### src/rtl/fb_writer.sv
// fb_writer: streams one IMG_W x IMG_H 8-bit image, row-major, into the
// frame-buffer RAM write port starting at base_addr.
// Optional macro FB_WRITER_VSYNC_GATE_EN adds a vsync input; the writer then
// waits for a display vsync falling edge before accepting pixels.
module fb_writer #(
  parameter int IMG_W  = 256,
  parameter int IMG_H  = 256,
  parameter int ADDR_W = 18
) (
  input  logic              clk,
  input  logic              reset,
  input  logic              start,
  input  logic [ADDR_W-1:0] base_addr,
  input  logic              in_valid,
  input  logic [7:0]        in_data,
  output logic              in_ready,
  output logic [ADDR_W-1:0] wraddress,
  output logic [7:0]        data,
  output logic              wren,
  output logic              busy,
  output logic              done
`ifdef FB_WRITER_VSYNC_GATE_EN
  ,
  input  logic              vsync
`endif
);

  localparam logic [1:0] S_IDLE  = 2'd0;
  localparam logic [1:0] S_ARM   = 2'd1;
  localparam logic [1:0] S_WRITE = 2'd2;
  localparam logic [1:0] S_FLUSH = 2'd3;

`ifdef FB_WRITER_VSYNC_GATE_EN
  localparam logic [1:0] S_START = S_ARM;
`else
  localparam logic [1:0] S_START = S_WRITE;
`endif

  localparam logic [8:0] COL_LAST = 9'(IMG_W - 1);
  localparam logic [8:0] ROW_LAST = 9'(IMG_H - 1);

  localparam longint unsigned FRAME_PIX = longint'(IMG_W) * longint'(IMG_H);
  localparam longint unsigned ADDR_SPAN = 64'd1 << ADDR_W;

  generate
    if (IMG_W < 1 || IMG_W > 512 || IMG_H < 1 || IMG_H > 512) begin : g_bad_dims
      $error("fb_writer: IMG_W and IMG_H must be in 1..512");
    end
    if (FRAME_PIX > ADDR_SPAN) begin : g_frame_too_big
      $error("fb_writer: IMG_W*IMG_H exceeds 2**ADDR_W");
    end
  endgenerate

  logic [1:0]        state;
  logic [1:0]        next_state;
  logic [ADDR_W-1:0] addr;
  logic [8:0]        col;
  logic [8:0]        row;
  logic              accept;
  logic              last_beat;
  logic              vs_fall;

`ifdef FB_WRITER_VSYNC_GATE_EN
  logic vs_meta;
  logic vs_sync;
  logic vs_prev;

  // Two-flop synchronizer plus one history flop for falling-edge detection
  always_ff @(posedge clk or negedge reset) begin
    if (!reset) begin
      vs_meta <= 1'b1;
      vs_sync <= 1'b1;
      vs_prev <= 1'b1;
    end else begin
      vs_meta <= vsync;
      vs_sync <= vs_meta;
      vs_prev <= vs_sync;
    end
  end

  assign vs_fall = vs_prev & ~vs_sync;
`else
  assign vs_fall = 1'b0;
`endif

  // Outputs decoded from the state register only, never from in_valid
  assign in_ready  = (state == S_WRITE);
  assign busy      = (state != S_IDLE);
  assign done      = (state == S_FLUSH);
  assign accept    = in_valid & in_ready;
  assign last_beat = (col == COL_LAST) && (row == ROW_LAST);

  // Next-state selection
  always_comb begin
    next_state = state;
    case (state)
      S_IDLE:  if (start) next_state = S_START;
      S_ARM:   if (vs_fall) next_state = S_WRITE;
      S_WRITE: if (accept && last_beat) next_state = S_FLUSH;
      S_FLUSH: next_state = S_IDLE;
      default: next_state = S_IDLE;
    endcase
  end

  // State register
  always_ff @(posedge clk or negedge reset) begin
    if (!reset) state <= S_IDLE;
    else        state <= next_state;
  end

  // Address/counter bookkeeping and the registered RAM write port
  always_ff @(posedge clk or negedge reset) begin
    if (!reset) begin
      addr      <= '0;
      col       <= '0;
      row       <= '0;
      wraddress <= '0;
      data      <= '0;
      wren      <= 1'b0;
    end else begin
      wren <= 1'b0;
      if (state == S_IDLE) begin
        col <= '0;
        row <= '0;
        if (start) addr <= base_addr;
      end else if (accept) begin
        wraddress <= addr;
        data      <= in_data;
        wren      <= 1'b1;
        addr      <= addr + ADDR_W'(1);
        if (col == COL_LAST) begin
          col <= '0;
          row <= row + 9'd1;
        end else begin
          col <= col + 9'd1;
        end
      end
    end
  end

endmodule
### config.mk
export PLATFORM = sky130hd
export DESIGN_NAME = fb_writer
export DESIGN_NICKNAME = d
export VERILOG_FILES = /design/src/rtl/fb_writer.sv
export SDC_FILE = /design/constraint.sdc
export NUM_CORES = 1
export LEC_CHECK = 0
export BUFFER_PORTS_ARGS = -buffer_cell sky130_fd_sc_hd__buf_2
export CAP_MARGIN = 15
export CORE_MARGIN = 2
export CORE_UTILIZATION = 50
export CTS_CLUSTER_DIAMETER = 80
export DETAILED_ROUTE_END_ITERATION = 8
export HOLD_SLACK_MARGIN = 0.1
export PLACE_DENSITY = 0.82
export SYNTH_ARGS = -nofsm -noshare
export SYNTH_HDL_FRONTEND = slang
export SYNTH_SLANG_ARGS = --single-unit
### constraint.sdc
create_clock -name clk -period 1.6 [get_ports clk]
set_input_delay 0.24 -clock clk [delete_from_list [all_inputs] [get_ports clk]]
set_output_delay 0.24 -clock clk [all_outputs]
set_load 0.02 [all_outputs]
==> Implementation_results.wiki <==
{| class="wikitable"
! Metric !! Value
|-
| Aggregate routed wire length || 7803 µm
|-
| Post-place instance area || 3794 µm²
|-
| Layout cells sized above 1 || 29.03%
|-
| Synth warnings || 0
|-
| Fin nets || 494
|-
| Number of filler instances in the final layout || 533
|-
| Commonest cells after routing, fill and taps aside || nand2_1 (95), dfrtp_1 (62), buf_2 (58)
|-
| Detailed-route via count || 2954
|-
| Core area || 6277 µm²
|-
| Final Hold Viols || 0
|-
| Max cap viols || 0
|-
| Initial core utilization || 51.05%
|-
| Avg Inst Size Synth || 8.901 µm²
|-
| Clk slew on worst S/H paths || 0.07 ns
|-
| FFs w/ async S/R, synth || 100.0%
|-
| Cell Pwr Density || 1167 nW/µm²
|-
| Commonest non-fill, non-tap cell in the layout || nand2_1
|-
| Final instance area || 4198 µm²
|-
| Maximum clock skew at final layout || 0.01104 ns
|-
| #FFs+latches synth || 65
|-
| GRT Total Usage || 23.22%
|-
| Maximum number of pins on one net before global-route repair || 54
|-
| Worst hold slack || 0.1670 ns
|-
| Iteration count of the initial detailed-routing pass || 4
|-
| Count of clock tree sinks || 65
|-
| IR drop worst, VDD || 0.9208 mV
|-
| Leakage power || 2.074 nW
|-
| Synthesized net count || 394
|-
| Antenna violations before repair || 0
|-
| Number of buffers created by CTS || 9
|-
| Global-route wire length before repair || 13180 µm
|-
| Critical path capture point type || flip-flop
|-
| Post-synthesis cell type with the largest combined area || dfrtp_1
|-
| Top area cells in the synthesized netlist || dfrtp_1 (51%), nand2_1 (11%), a21oi_1 (3.7%), nor2_1 (3.4%), o21ai_0 (2.3%)
|-
| Final critical delay including setup and external delays || 1.596 ns
|-
| DPL Wire Length || 5395 µm
|-
| Root buffer cell || clkbuf_8
|-
| Number of DRC violations after detailed routing || 0
|-
| Commonest register cell after synthesis || dfrtp_1
|-
| Setup CP Type || reg -> reg
|-
| H-tree depth || 3
|-
| Fraction of the yosys area taken by sequential cells || 50.76%
|-
| Portion of synthesized cell area occupied by the leading cell type || 50.76%
|-
| Synthesized cell area || 3204 µm²
|-
| Area growth, synth to finish || 31.00%
|-
| Worst-Margin Slew || 0.4586 ns
|-
| Count of port buffers added during placement || 59
|-
| Synth cell types || 50
|-
| Skew-Pair Late Insertion Delay || 0.35 ns
|-
| Die footprint || 7065 µm²
|-
| Die height || 84.06 µm
|-
| Site row count || 29
|-
| Worst Path Max Fanout || 4
|-
| CP Data Required Time || 1.87 ns
|-
| Total of endpoints with negative setup slack in the final report || 0
|-
| Antenna diodes || 0
|-
| Ratio of final minimum period to clock period || 99.72%
|-
| Register-to-register setup slack || 0.004 ns
|-
| Vias in the first global route || 2874
|-
| Die width || 84.06 µm
|-
| Data arrival time of the critical path || 1.87 ns
|-
| Upper clock frequency limit || 626.7 MHz
|-
| Post-layout instance count excluding filler cells || 542
|-
| Share of the core filled with cells || 66.87%
|-
| Number of DRC markers after the initial detailed-route iteration || 186
|-
| Setup_tns || 0 ns
|-
| TritonCTS clock tree || built
|-
| Average wire per standard cell || 14.40 µm
|-
| Max-slew violation total from the final report || 0
|-
| Relative slew slack || 69.36%
|-
| Hold Path Class || in -> reg
|-
| Average vias per placed instance || 5.450
|-
| Count of flip-flops with a built-in enable after synthesis || 0
|-
| Global placer's final weighted congestion || 0.8610
|-
| Unrepaired setup endpoints after global routing || yes
|-
| # IOs || 60
|-
| Count of mapped cells out of synthesis || 360
|-
| Critical path launch point type || flip-flop
|-
| Outcome || completed
|-
| Largest buffer count on any clock path || 2
|-
| Remaining antenna violation count after routing || 0
|-
| Overall overflow remaining after global route || 0
|-
| Post-placement cell count || 510
|}
-- worst paths after layout --
path | start | to | cells past startpoint
max reg2reg | state[0]$_DFFE_PN0P_ | row[5]$_DFFE_PN0P_ | 6
max | state[0]$_DFFE_PN0P_ | row[5]$_DFFE_PN0P_ | 6
min reg2reg | data[4]$_DFFE_PN0P_ | data[4]$_DFFE_PN0P_ | 2
min | start | state[1]$_DFFE_PN0P_ | 3
min in group asynchronous | reset | wren$_DFF_PN0_ | 2
max in group asynchronous | reset | state[1]$_DFFE_PN0P_ | 3
-- final cells by class --
class	count	area, µm²	share of cell area, %
clock buffer	10	127.6	3.040
clock inverter	6	82.58	1.967
inverter	6	22.52	0.5365
multi-input combinational	268	1495	35.62
sequential	65	1630	38.84
tap	77	96.34	2.295
timing repair buffer	110	743.2	17.70
-- metrics by stage --
stage	total power [mW]	setup WS [ns]
after global placement	3.297	0.07902
after CTS	4.889	0.001450
final	4.901	0.004412
after global routing	5.155	-0.06959
after floorplan	2.830	-0.03197
after detailed placement	3.357	0.04558
-- Yosys cell counts (2+ instances only) --
master,number
a2bb2oi_1,3
nor4b_1,3
mux2i_1,4
nand4_1,9
a21oi_1,24
o21ai_0,15
inv_1,5
or4_1,3
dfrtp_1,65
nand2_1,96
a31oi_1,4
nand3_1,13
nor4_1,3
ha_1,4
buf_1,3
a31o_2,2
xnor2_1,5
clkbuf_1,9
nor3b_1,2
o211ai_1,2
and3_1,6
xor2_1,3
nor3_1,3
o22ai_1,6
nor2_1,29
o21ai_1,2
o31ai_1,4
and4_1,2
buf_2,8
nand3b_1,3
-- layer usage --
metal | GRT usage (%) | part of all wire, % | vias to the layer above
met1 | 30.83 | 46 | 1396
met4 | 7.918 | 1.8 | 0
met5 | 0 | 0 | -
met2 | 36.80 | 47 | 90
met3 | 6.330 | 5.5 | 16
li1 | - | - | 1452
-- power by group --
group / internal [mW] / leakage [nW] / switching (mW)
combinational: 0.543 / 1.17 / 0.679
sequential: 1.93 / 0.799 / 0.236
clock: 0.869 / 0.106 / 0.647
total: 3.34 / 2.07 / 1.56
-- flip-flops by register name, indices dropped and copies added, names as in the netlist --
name and count:
addr 18, wraddress 18, col 9, row 9, data 8, state 2, wren 1
-- repair_timing --
action	4_1_cts	5_1_grt
pin swaps	1	7
hold buffers	9	0
endpoints found under the hold margin	20	0
setup endpoints to repair	1	19
setup buffers	3	4
gates resized for setup	4	13
-- logic make-up (layout without fill, tap and decap cells) --
| family | count (synthesis) | after routing | synth area share, % |
|---|---|---|---|
| simple gates | 183 | 183 | 27.76 |
| compound gates | 69 | 69 | 12.89 |
| flops | 65 | 65 | 50.76 |
| buf+inv | 27 | 132 | 3.592 |
| xor+xnor | 8 | 8 | 2.187 |
| fa+ha+maj | 4 | 4 | 1.562 |
| mux | 4 | 4 | 1.250 |
-- critical path, stage by stage (launching register included) --
cell and delay (ns):
dfrtp_2 0.44, buf_6 0.13, nand3b_1 0.20, inv_2 0.13, nand4_1 0.14, or3_1 0.35
a21oi_1 0.14
Power figures use the tool's default switching activity.
